**config.mk**
```make
export PLATFORM = sky130hd
export DESIGN_NAME = mmio_responder_flat
export DESIGN_NICKNAME = d
export VERILOG_FILES = /design/src/rtl/mmio_pkg.sv /design/src/rtl/mmio_responder_if.sv /design/src/rtl/sync_fifo.sv /design/src/rtl/mmio_responder.sv /design/src/flat_wrapper.sv
export SDC_FILE = /design/constraint.sdc
export NUM_CORES = 1
export LEC_CHECK = 0
export CAP_MARGIN = 20
export CORE_AREA = 2 2 151 153
export CTS_CLUSTER_DIAMETER = 50
export DETAILED_ROUTE_END_ITERATION = 6
export DIE_AREA = 0 0 153 155
export PLACE_DENSITY = 0.59
export SKIP_CTS_REPAIR_TIMING = 1
export SYNTH_ARGS = -nofsm -noshare
export SYNTH_HDL_FRONTEND = slang
export SYNTH_SLANG_ARGS = --single-unit
```
**constraint.sdc**
```tcl
create_clock -name clk -period 11.8 [get_ports clk]
set_clock_uncertainty 0.15 [all_clocks]
set_input_delay 1.77 -clock clk [delete_from_list [all_inputs] [get_ports clk]]
set_output_delay 1.77 -clock clk [all_outputs]
set_load 0.005 [all_outputs]
```
**src/rtl/mmio_pkg.sv**
```systemverilog
// Shared definitions for the MMIO responder.
// Holds the register byte addresses decoded from io_addr and the bit
// positions of the fields inside the OUT_STAT and IN_STAT status words.
package mmio_pkg;

  // Register byte addresses (low 8 bits of the CPU IO address).
  localparam logic [7:0] MMIO_LED      = 8'h00;
  localparam logic [7:0] MMIO_OUT_STAT = 8'h04;
  localparam logic [7:0] MMIO_OUT_DATA = 8'h08;
  localparam logic [7:0] MMIO_IN_STAT  = 8'h0C;
  localparam logic [7:0] MMIO_IN_DATA  = 8'h10;
  localparam logic [7:0] MMIO_SW_RAW   = 8'h14;

  // OUT_STAT fields.
  localparam int OUT_NOT_FULL_BIT = 0;
  localparam int OUT_EMPTY_BIT    = 1;
  localparam int OUT_OVF_BIT      = 2;
  localparam int OUT_COUNT_LSB    = 7;
  localparam int OUT_COUNT_W      = 8;

  // IN_STAT fields.
  localparam int IN_PENDING_BIT = 0;
  localparam int IN_OVERRUN_BIT = 1;

endpackage

```
**src/rtl/mmio_responder_if.sv**
```systemverilog
// CPU IO bus between the CPU (master) and an MMIO target (slave).
//   io_addr : register byte address (low 8 bits of the IO address)
//   io_dout : write data from the CPU
//   io_we   : one-cycle write strobe
//   io_rd   : one-cycle read strobe
//   io_din  : read data back to the CPU, combinational from io_addr
interface mmio_responder_if;
  logic [7:0]  io_addr;
  logic [31:0] io_dout;
  logic        io_we;
  logic        io_rd;
  logic [31:0] io_din;

  modport master (output io_addr, io_dout, io_we, io_rd, input io_din);
  modport slave  (input io_addr, io_dout, io_we, io_rd, output io_din);
endinterface

```
**src/rtl/sync_fifo.sv**
```systemverilog
// Single-clock FIFO with a registered storage array.
//   clk, rst : clock and synchronous active-high reset
//   push/din : write din when not full, or when full with a simultaneous pop
//   pop      : remove the head word (ignored when empty)
//   dout     : current head word
//   full, empty, count : occupancy status
// DEPTH must be a power of two so the pointers wrap by natural overflow.
module sync_fifo #(
  parameter int WIDTH = 32,
  parameter int DEPTH = 4
) (
  input  logic                     clk,
  input  logic                     rst,
  input  logic                     push,
  input  logic                     pop,
  input  logic [WIDTH-1:0]         din,
  output logic [WIDTH-1:0]         dout,
  output logic                     full,
  output logic                     empty,
  output logic [$clog2(DEPTH):0]   count
);

  localparam int AW = $clog2(DEPTH);
  localparam int CW = AW + 1;

  logic [WIDTH-1:0] mem [DEPTH];
  logic [AW-1:0]    wr_ptr;
  logic [AW-1:0]    rd_ptr;
  logic             do_push;
  logic             do_pop;

  assign full    = (count == CW'(DEPTH));
  assign empty   = (count == '0);
  assign do_pop  = pop & ~empty;
  // A pop in the same cycle frees the slot, so a full FIFO still accepts.
  assign do_push = push & (~full | do_pop);
  assign dout    = mem[rd_ptr];

  // NOTE: every state element here uses non-blocking assignments so all
  // flops update from the same pre-edge values regardless of statement order.
  always_ff @(posedge clk) begin
    if (rst) begin
      wr_ptr <= '0;
      rd_ptr <= '0;
      count  <= '0;
      // NOTE: the storage array is reset because the head word is visible on
      // dout and must read as zero after reset; this only pays off for small
      // FIFOs like this one, larger ones should leave the array unreset.
      for (int i = 0; i < DEPTH; i++) mem[i] <= '0;
    end else begin
      if (do_push) begin
        mem[wr_ptr] <= din;
        wr_ptr      <= wr_ptr + 1'b1;
      end
      if (do_pop) rd_ptr <= rd_ptr + 1'b1;
      case ({do_push, do_pop})
        2'b10:   count <= count + 1'b1;
        2'b01:   count <= count - 1'b1;
        default: ;
      endcase
    end
  end

endmodule

```
**src/rtl/mmio_responder.sv**
```systemverilog
// Memory-mapped IO responder at the target end of the CPU IO bus.
//   clk, rst  : clock and synchronous active-high reset
//   bus       : CPU IO bus (slave side), zero-wait-state reads
//   sw, btn   : raw asynchronous switches and "input ready" button
//   led       : LED register
//   out_data, out_valid, out_ready : output FIFO head towards the sink
// Registers: LED (RW), OUT_STAT, OUT_DATA (push), IN_STAT, IN_DATA
// (read clears pending/overrun), SW_RAW. Unmapped reads return 0.
module mmio_responder
  import mmio_pkg::*;
#(
  parameter int SW_W       = 16,
  parameter int FIFO_DEPTH = 4
) (
  input  logic                clk,
  input  logic                rst,
  mmio_responder_if.slave     bus,
  input  logic [SW_W-1:0]     sw,
  input  logic                btn,
  output logic [SW_W-1:0]     led,
  output logic [31:0]         out_data,
  output logic                out_valid,
  input  logic                out_ready
);

  localparam int CW = $clog2(FIFO_DEPTH) + 1;

  logic [SW_W-1:0] sw_s1, sw_s2;
  logic            btn_s1, btn_s2, btn_s3;
  logic            btn_edge;
  logic [SW_W-1:0] in_data;
  logic            pending;
  logic            overrun;
  logic            overflow;

  logic            wr_en, rd_en;
  logic            push, pop, rd_in_data, wr_out_stat, wr_led;
  logic            fifo_full, fifo_empty;
  logic [CW-1:0]   fifo_count;

  // A write wins over a simultaneous read; the read's side effects are dropped.
  assign wr_en       = bus.io_we;
  assign rd_en       = bus.io_rd & ~bus.io_we;
  assign wr_led      = wr_en & (bus.io_addr == MMIO_LED);
  assign wr_out_stat = wr_en & (bus.io_addr == MMIO_OUT_STAT);
  assign push        = wr_en & (bus.io_addr == MMIO_OUT_DATA);
  assign rd_in_data  = rd_en & (bus.io_addr == MMIO_IN_DATA);
  assign pop         = out_valid & out_ready;
  assign out_valid   = ~fifo_empty;
  assign btn_edge    = btn_s2 & ~btn_s3;

  sync_fifo #(.WIDTH(32), .DEPTH(FIFO_DEPTH)) u_fifo (
    .clk   (clk),
    .rst   (rst),
    .push  (push),
    .pop   (pop),
    .din   (bus.io_dout),
    .dout  (out_data),
    .full  (fifo_full),
    .empty (fifo_empty),
    .count (fifo_count)
  );

  // Read mux: the CPU samples io_din in the same cycle as io_addr.
  always_comb begin
    // NOTE: default first so every path assigns io_din and no latch is inferred.
    bus.io_din = '0;
    case (bus.io_addr)
      MMIO_LED: bus.io_din = 32'(led);
      MMIO_OUT_STAT: begin
        bus.io_din[OUT_NOT_FULL_BIT]              = ~fifo_full;
        bus.io_din[OUT_EMPTY_BIT]                 = fifo_empty;
        bus.io_din[OUT_OVF_BIT]                   = overflow;
        bus.io_din[OUT_COUNT_LSB +: OUT_COUNT_W]  = OUT_COUNT_W'(fifo_count);
      end
      MMIO_IN_STAT: begin
        bus.io_din[IN_PENDING_BIT] = pending;
        bus.io_din[IN_OVERRUN_BIT] = overrun;
      end
      MMIO_IN_DATA: bus.io_din = 32'(in_data);
      MMIO_SW_RAW:  bus.io_din = 32'(sw_s2);
      default: ;
    endcase
  end

  always_ff @(posedge clk) begin
    if (rst) begin
      led      <= '0;
      sw_s1    <= '0;
      sw_s2    <= '0;
      btn_s1   <= 1'b0;
      btn_s2   <= 1'b0;
      btn_s3   <= 1'b0;
      in_data  <= '0;
      pending  <= 1'b0;
      overrun  <= 1'b0;
      overflow <= 1'b0;
    end else begin
      sw_s1  <= sw;
      sw_s2  <= sw_s1;
      btn_s1 <= btn;
      btn_s2 <= btn_s1;
      btn_s3 <= btn_s2;

      if (wr_led) led <= bus.io_dout[SW_W-1:0];

      if (wr_out_stat)                       overflow <= 1'b0;
      else if (push && fifo_full && !pop)    overflow <= 1'b1;

      // An IN_DATA read consumes the held word; an edge in the same cycle
      // refills it immediately, so pending stays set and overrun is cleared.
      if (rd_in_data) begin
        overrun <= 1'b0;
        pending <= btn_edge;
        if (btn_edge) in_data <= sw_s2;
      end else if (btn_edge) begin
        if (!pending) begin
          in_data <= sw_s2;
          pending <= 1'b1;
        end else begin
          overrun <= 1'b1;
        end
      end
    end
  end

endmodule

```
**src/flat_wrapper.sv**
```systemverilog
// flat-port wrapper written by rule: the top's interface ports become plain ports
module mmio_responder_flat import mmio_pkg::*;
#(
  parameter int SW_W       = 16,
  parameter int FIFO_DEPTH = 4
)
  (clk, rst, sw, btn, led, out_data, out_valid, out_ready, bus_io_addr, bus_io_dout, bus_io_we, bus_io_rd, bus_io_din);
  mmio_responder_if bus_i ();
  input  logic clk;
  input  logic rst;
  input  logic [SW_W-1:0] sw;
  input  logic btn;
  output logic [SW_W-1:0] led;
  output logic [31:0] out_data;
  output logic out_valid;
  input  logic out_ready;
  input wire logic [$bits(bus_i.io_addr)-1:0] bus_io_addr;
  input wire logic [$bits(bus_i.io_dout)-1:0] bus_io_dout;
  input wire logic [$bits(bus_i.io_we)-1:0] bus_io_we;
  input wire logic [$bits(bus_i.io_rd)-1:0] bus_io_rd;
  output wire logic [$bits(bus_i.io_din)-1:0] bus_io_din;
  assign bus_i.io_addr = bus_io_addr;
  assign bus_i.io_dout = bus_io_dout;
  assign bus_i.io_we = bus_io_we;
  assign bus_i.io_rd = bus_io_rd;
  assign bus_io_din = bus_i.io_din;
  mmio_responder #(.SW_W(SW_W), .FIFO_DEPTH(FIFO_DEPTH)) u_core (.clk(clk), .rst(rst), .bus(bus_i), .sw(sw), .btn(btn), .led(led), .out_data(out_data), .out_valid(out_valid), .out_ready(out_ready));
endmodule
```
Word level (Yosys, flattened, before mapping) --
Memories as Yosys holds them, arrays and structs flattened. A register that Yosys moved wholly into a read port is not among the register bits. Cells that the tools add are included.
Storage, ports and cells: register bits 77, bits in writable memories 128, logic and storage cells 75, memories kept 1
Memories:
- u_core.u_fifo.mem | depth 4, width 32, read ports 1, clocked after Yosys merged registers in 1, write ports 4, line sync_fifo.sv:26 | logic [WIDTH-1:0] mem [DEPTH];
Operators by class: add/sub/neg operators 4, eq/ne operators 9, muxes and demuxes 22, bitwise operators 14, reduce and logical (&&, ||, !) cells 12
Operator list (count):
- $mux 16 | 4
- $mux 32 | 1
- $pmux 8 s4 | 1
- $reduce_or 32->1 | 1
- $eq 8x4->1 const B | 2
- $eq 8x5->1 const B | 2
- $pmux 4 s3 | 1
- $pmux 2 s5 | 1
- $and 1x1->1 | 9
- $eq 8x3->1 const B | 1
- $logic_not 8->1 | 1
- $mux 1 | 8
- $mux 2 | 3
- $pmux 3 s2 | 1
- $add 2x1->2 const B | 2
- $not 1->1 | 4
- $pmux 1 s4 | 1
- $reduce_and 2->1 | 2
- $reduce_bool 2->1 | 2
- $reduce_or 2->1 | 2
- $add 3x1->3 const B | 1
- $eq 3x3->1 const B | 1
- $logic_not 3->1 | 1
- $pmux 1 s3 | 1
- other kinds (7) | 8

Depth between registers and ports, before layout --
word-level depth 11, mapped depth 8, depth with buffers taken out 8

Hierarchy --
A second synthesis with hierarchy kept.
Second synthesis, totals: cell total of the unflattened synthesis 640, area total of the unflattened synthesis 8735.9 sq um
Modules (own cells, without submodules):
- sync_fifo | times used 1, cells an instance 362, area each 5931.9 sq um, sequential area each 4023.9 sq um
- mmio_responder | times used 1, cells an instance 278, area each 2803.9 sq um, sequential area each 1401.3 sq um

Worst setup path before layout --
Ideal clock, no wire load.
path kind in2reg, start point input bus_io_addr[5], end point memory u_core.u_fifo.mem[1][0], enable pin, arrival time 4.816 ns, data required time 11.180 ns, slack 6.364 ns, stages on the path 3, cell sequence nor4_4 > nand4b_4 > o31ai_1
RTL lines:
- from (decl) | line flat_wrapper.sv:17 | input wire logic [$bits(bus_i.io_addr)-1:0] bus_io_addr;
- to (decl) | line sync_fifo.sv:26

Final worst setup path --
start point input bus_io_addr[5], end point output bus_io_din[7]
Between the ends: word-level cells in the longest chain between the ends 2, elaborated cells between the ends (all ways) 5, those cells by class eq/ne: 3; mux: 1; reduce/logical: 1
Ends and longest elaborated chain:
- $eq 8x5->1 (tied with other cells) | line mmio_responder.sv:68 | case (bus.io_addr)
- $pmux 8 s4 * | line mmio_responder.sv:68
- to (decl) | line flat_wrapper.sv:21 | output wire logic [$bits(bus_i.io_din)-1:0] bus_io_din;
Mark *: on every way between the ends. The rest lies on a longest branch, timed or not.

==> impl_metrics.tcl <==
set metrics [dict create \
    via_per_inst 5.11 \
    grt_pass1_vias 5933 \
    initial_utilization 0.394 \
    ir_drop_mv 0.106 \
    final_util 0.499 \
    fin_tns_setup_ns 0 \
    timing.fmax_mhz 150 \
    critPathMaxStageDelay_ns 0.83 \
    syn_avg_cell_area_um2 13.1 \
    die_w_um 153 \
    fin_crit_ns 6.65 \
    h-tree-depth 1 \
    grt_max_degree 84 \
    post_drt_wl_per_cell_um 18.6 \
    grt_pass1_wl_um 32100 \
    drc_errors 0 \
    run_status "finished clean" \
    gp_congestion 0.836 \
    clk_pin_slew_worst_paths_ns 0.06 \
    finalWirelength_um 20300 \
    syn_inst 667 \
    grtUsageTotal 0.172 \
    syn2layout_area_growth_pct 26.7 \
    power_density_nw_per_um2 150 \
    synth_edf_count 128 \
    antenna_cells 0 \
    hold_viol_final 0 \
    cp.arrival_ns 4.73 \
    reg2regPathDepth 8 \
    io_buffers 126 \
    start_kind "primary input" \
    end_kind "output port" \
    worst-setup-path-type "in2out" \
    r2r-end "u_core.u_fifo.count[2]" \
    fin_area_um2 11100 \
    setup_violations 0 \
    place_area_um2 10200 \
    die_h_um 155 \
    die_area_um2 23700 \
    io_pins 143 \
    mostFrequentLayoutCell "edfxtp_1" \
    rsz0062_at_grt "no" \
    root_buffer "clkbuf_16" \
    slowest_stage "and2_0" \
    ys_types 50 \
    crit_top_cell "clkdlybuf4s50_1" \
    hold_depth 1 \
    antenna_found_initial 0 \
    leakage_nw 4.09 \
    synth-seq-area-share 0.620 \
    cp_max_fo 17 \
    worstHoldEndpoint "u_core.btn_s2" \
    fin_nets 852 \
    power_mw 1.66 \
    ys_ff_latch 207 \
    worstHoldStart "u_core.btn_s1" \
    r2r-start "u_core.u_fifo.count[2]" \
    core_um2 22200 \
    required_ns 9.88 \
    synth_flop_cell "edfxtp_1" \
    maxSlewHeadroom 0.339 \
    r2r_setup_slack_ns 9.01 \
    hold_path_class "reg2reg" \
    ant_nets 0 \
    insertion_delay_ns 0.52 \
    drt_iter0_drc 302 \
    via_count 5578 \
    final_cell_mix "edfxtp_1, clkdlybuf4s50_1, and2_1, dfxtp_1, nand2_1" \
    slew_viol_final 0 \
    tightest_slew_ns 0.992 \
    netlist_area_um2 8760 \
    yosysWarnings 0 \
    grt-ovfl-total 0 \
    clock_sinks 207 \
    cts_buffer_depth 3 \
    drive_above_1_share 0.120 \
    crit_chain "clkdlybuf4s50_1 > nor4b_4 > and2_0 > a22oi_1 > o21ai_0 > clkdlybuf4s50_1" \
    timing.hold.ws_ns 0.286 \
    fp-row-count 55 \
    postSynth.asyncResetShare 0 \
    cts_made_buffers 26 \
    drv_cap 0 \
    post-route-period-util 0.563 \
    dp_hpwl_um 12600 \
    cts_tree "yes" \
    drt-pass1-iter-count 5 \
]
==> area by class of cell <==
| cell class | instances | area, µm² |
|---|---|---|
| clock inverter | 15 | 178 |
| inverter | 18 | 67.6 |
| sequential | 207 | 5430 |
| timing repair buffer | 136 | 1330 |
| multi-input combinational | 399 | 3050 |
| tap | 285 | 357 |
| clock buffer | 32 | 693 |
| fill | 1949 | 11100 |
==> per-stage QoR <==
stage / instances / worst slack, ns
2_1_floorplan: 682 / 6.36
3_3_place_gp: 1045 / 5.30
3_5_place_dp: 1045 / 5.18
4_1_cts: 1092 / 5.18
5_1_grt: 1092 / 4.96
6_report: 1092 / 5.15
==> how the worst max path moves through the flow <==
stage                   start                 endpoint  slack, ns  cells after the start
6_report       bus_io_addr[5]            bus_io_din[7]       5.15                      6
5_1_grt        bus_io_addr[5]            bus_io_din[2]       4.96                      6
4_1_cts        bus_io_addr[5]            bus_io_din[7]       5.18                      6
3_5_place_dp   bus_io_addr[5]           bus_io_din[14]       5.18                      6
3_3_place_gp   bus_io_addr[5]           bus_io_din[14]       5.30                      6
2_1_floorplan  bus_io_addr[5]  u_core.u_fifo.mem[1][0]       6.36                      3
==> synth_stat cells (all sizes together), types with 6 or more instances <==
cell type | number | area (µm²)
nor3 | 17 | 90.1
clkbuf | 20 | 77.6
a22oi | 12 | 90.1
and2 | 99 | 619
a222oi | 10 | 100
a21oi | 19 | 95.1
inv | 18 | 67.6
nor2b | 35 | 219
mux4 | 32 | 721
edfxtp | 128 | 3840
buf | 38 | 228
mux2i | 16 | 160
and3 | 19 | 119
o21ai | 6 | 30.0
nor2 | 29 | 111
nand2 | 55 | 206
dfxtp | 79 | 1580
==> sequential cells by signal, summed over array words and instances, names as in the netlist, named ones only <==
name	count
u_core.btn_s3	1
u_core.pending	1
u_core.overrun	1
u_core.u_fifo.wr_ptr	2
u_core.sw_s2	16
u_core.led	16
u_core.sw_s1	16
u_core.btn_s2	1
u_core.u_fifo.rd_ptr	2
u_core.u_fifo.count	3
u_core.overflow	1
u_core.btn_s1	1
u_core.u_fifo.mem	128
u_core.in_data	16
==> routing by layer <==
layer / routed length [µm] / vias to the layer above / global-route usage
li1: - / 2601 / -
met1: 8770 / 2740 / 0.224
met2: 9790 / 202 / 0.295
met3: 1290 / 35 / 0.0373
met4: 414 / 0 / 0.0459
met5: 0 / - / 0
==> power breakdown <==
group | switching (mW) | total [mW] | internal, mW
registers | 0.00692 | 0.796 | 0.789
logic | 0.0365 | 0.0744 | 0.0378
clock network | 0.305 | 0.790 | 0.485
==> kinds of logic (layout without fill, tap and decap cells) <==
kind of cell / Yosys count / after routing / synth area share
AO/OA/AOI/OAI: 57 / 57 / 0.0469
other: 1 / 16 / 0.000428
adder cells (fa/ha/maj): 2 / 2 / 0.00372
XOR/XNOR: 5 / 5 / 0.00500
AND/OR/NAND/NOR: 271 / 271 / 0.181
buffers and inverters: 76 / 201 / 0.0426
flip-flops: 207 / 207 / 0.620
multiplexers: 48 / 48 / 0.101
==> worst max-delay path, delay by kind of cell <==
family,cells,cell delay [ns]
buffers and inverters,2,1.06
AND/OR/NAND/NOR,2,1.54
AO/OA/AOI/OAI,2,0.35
Power figures use the tool's default switching activity.
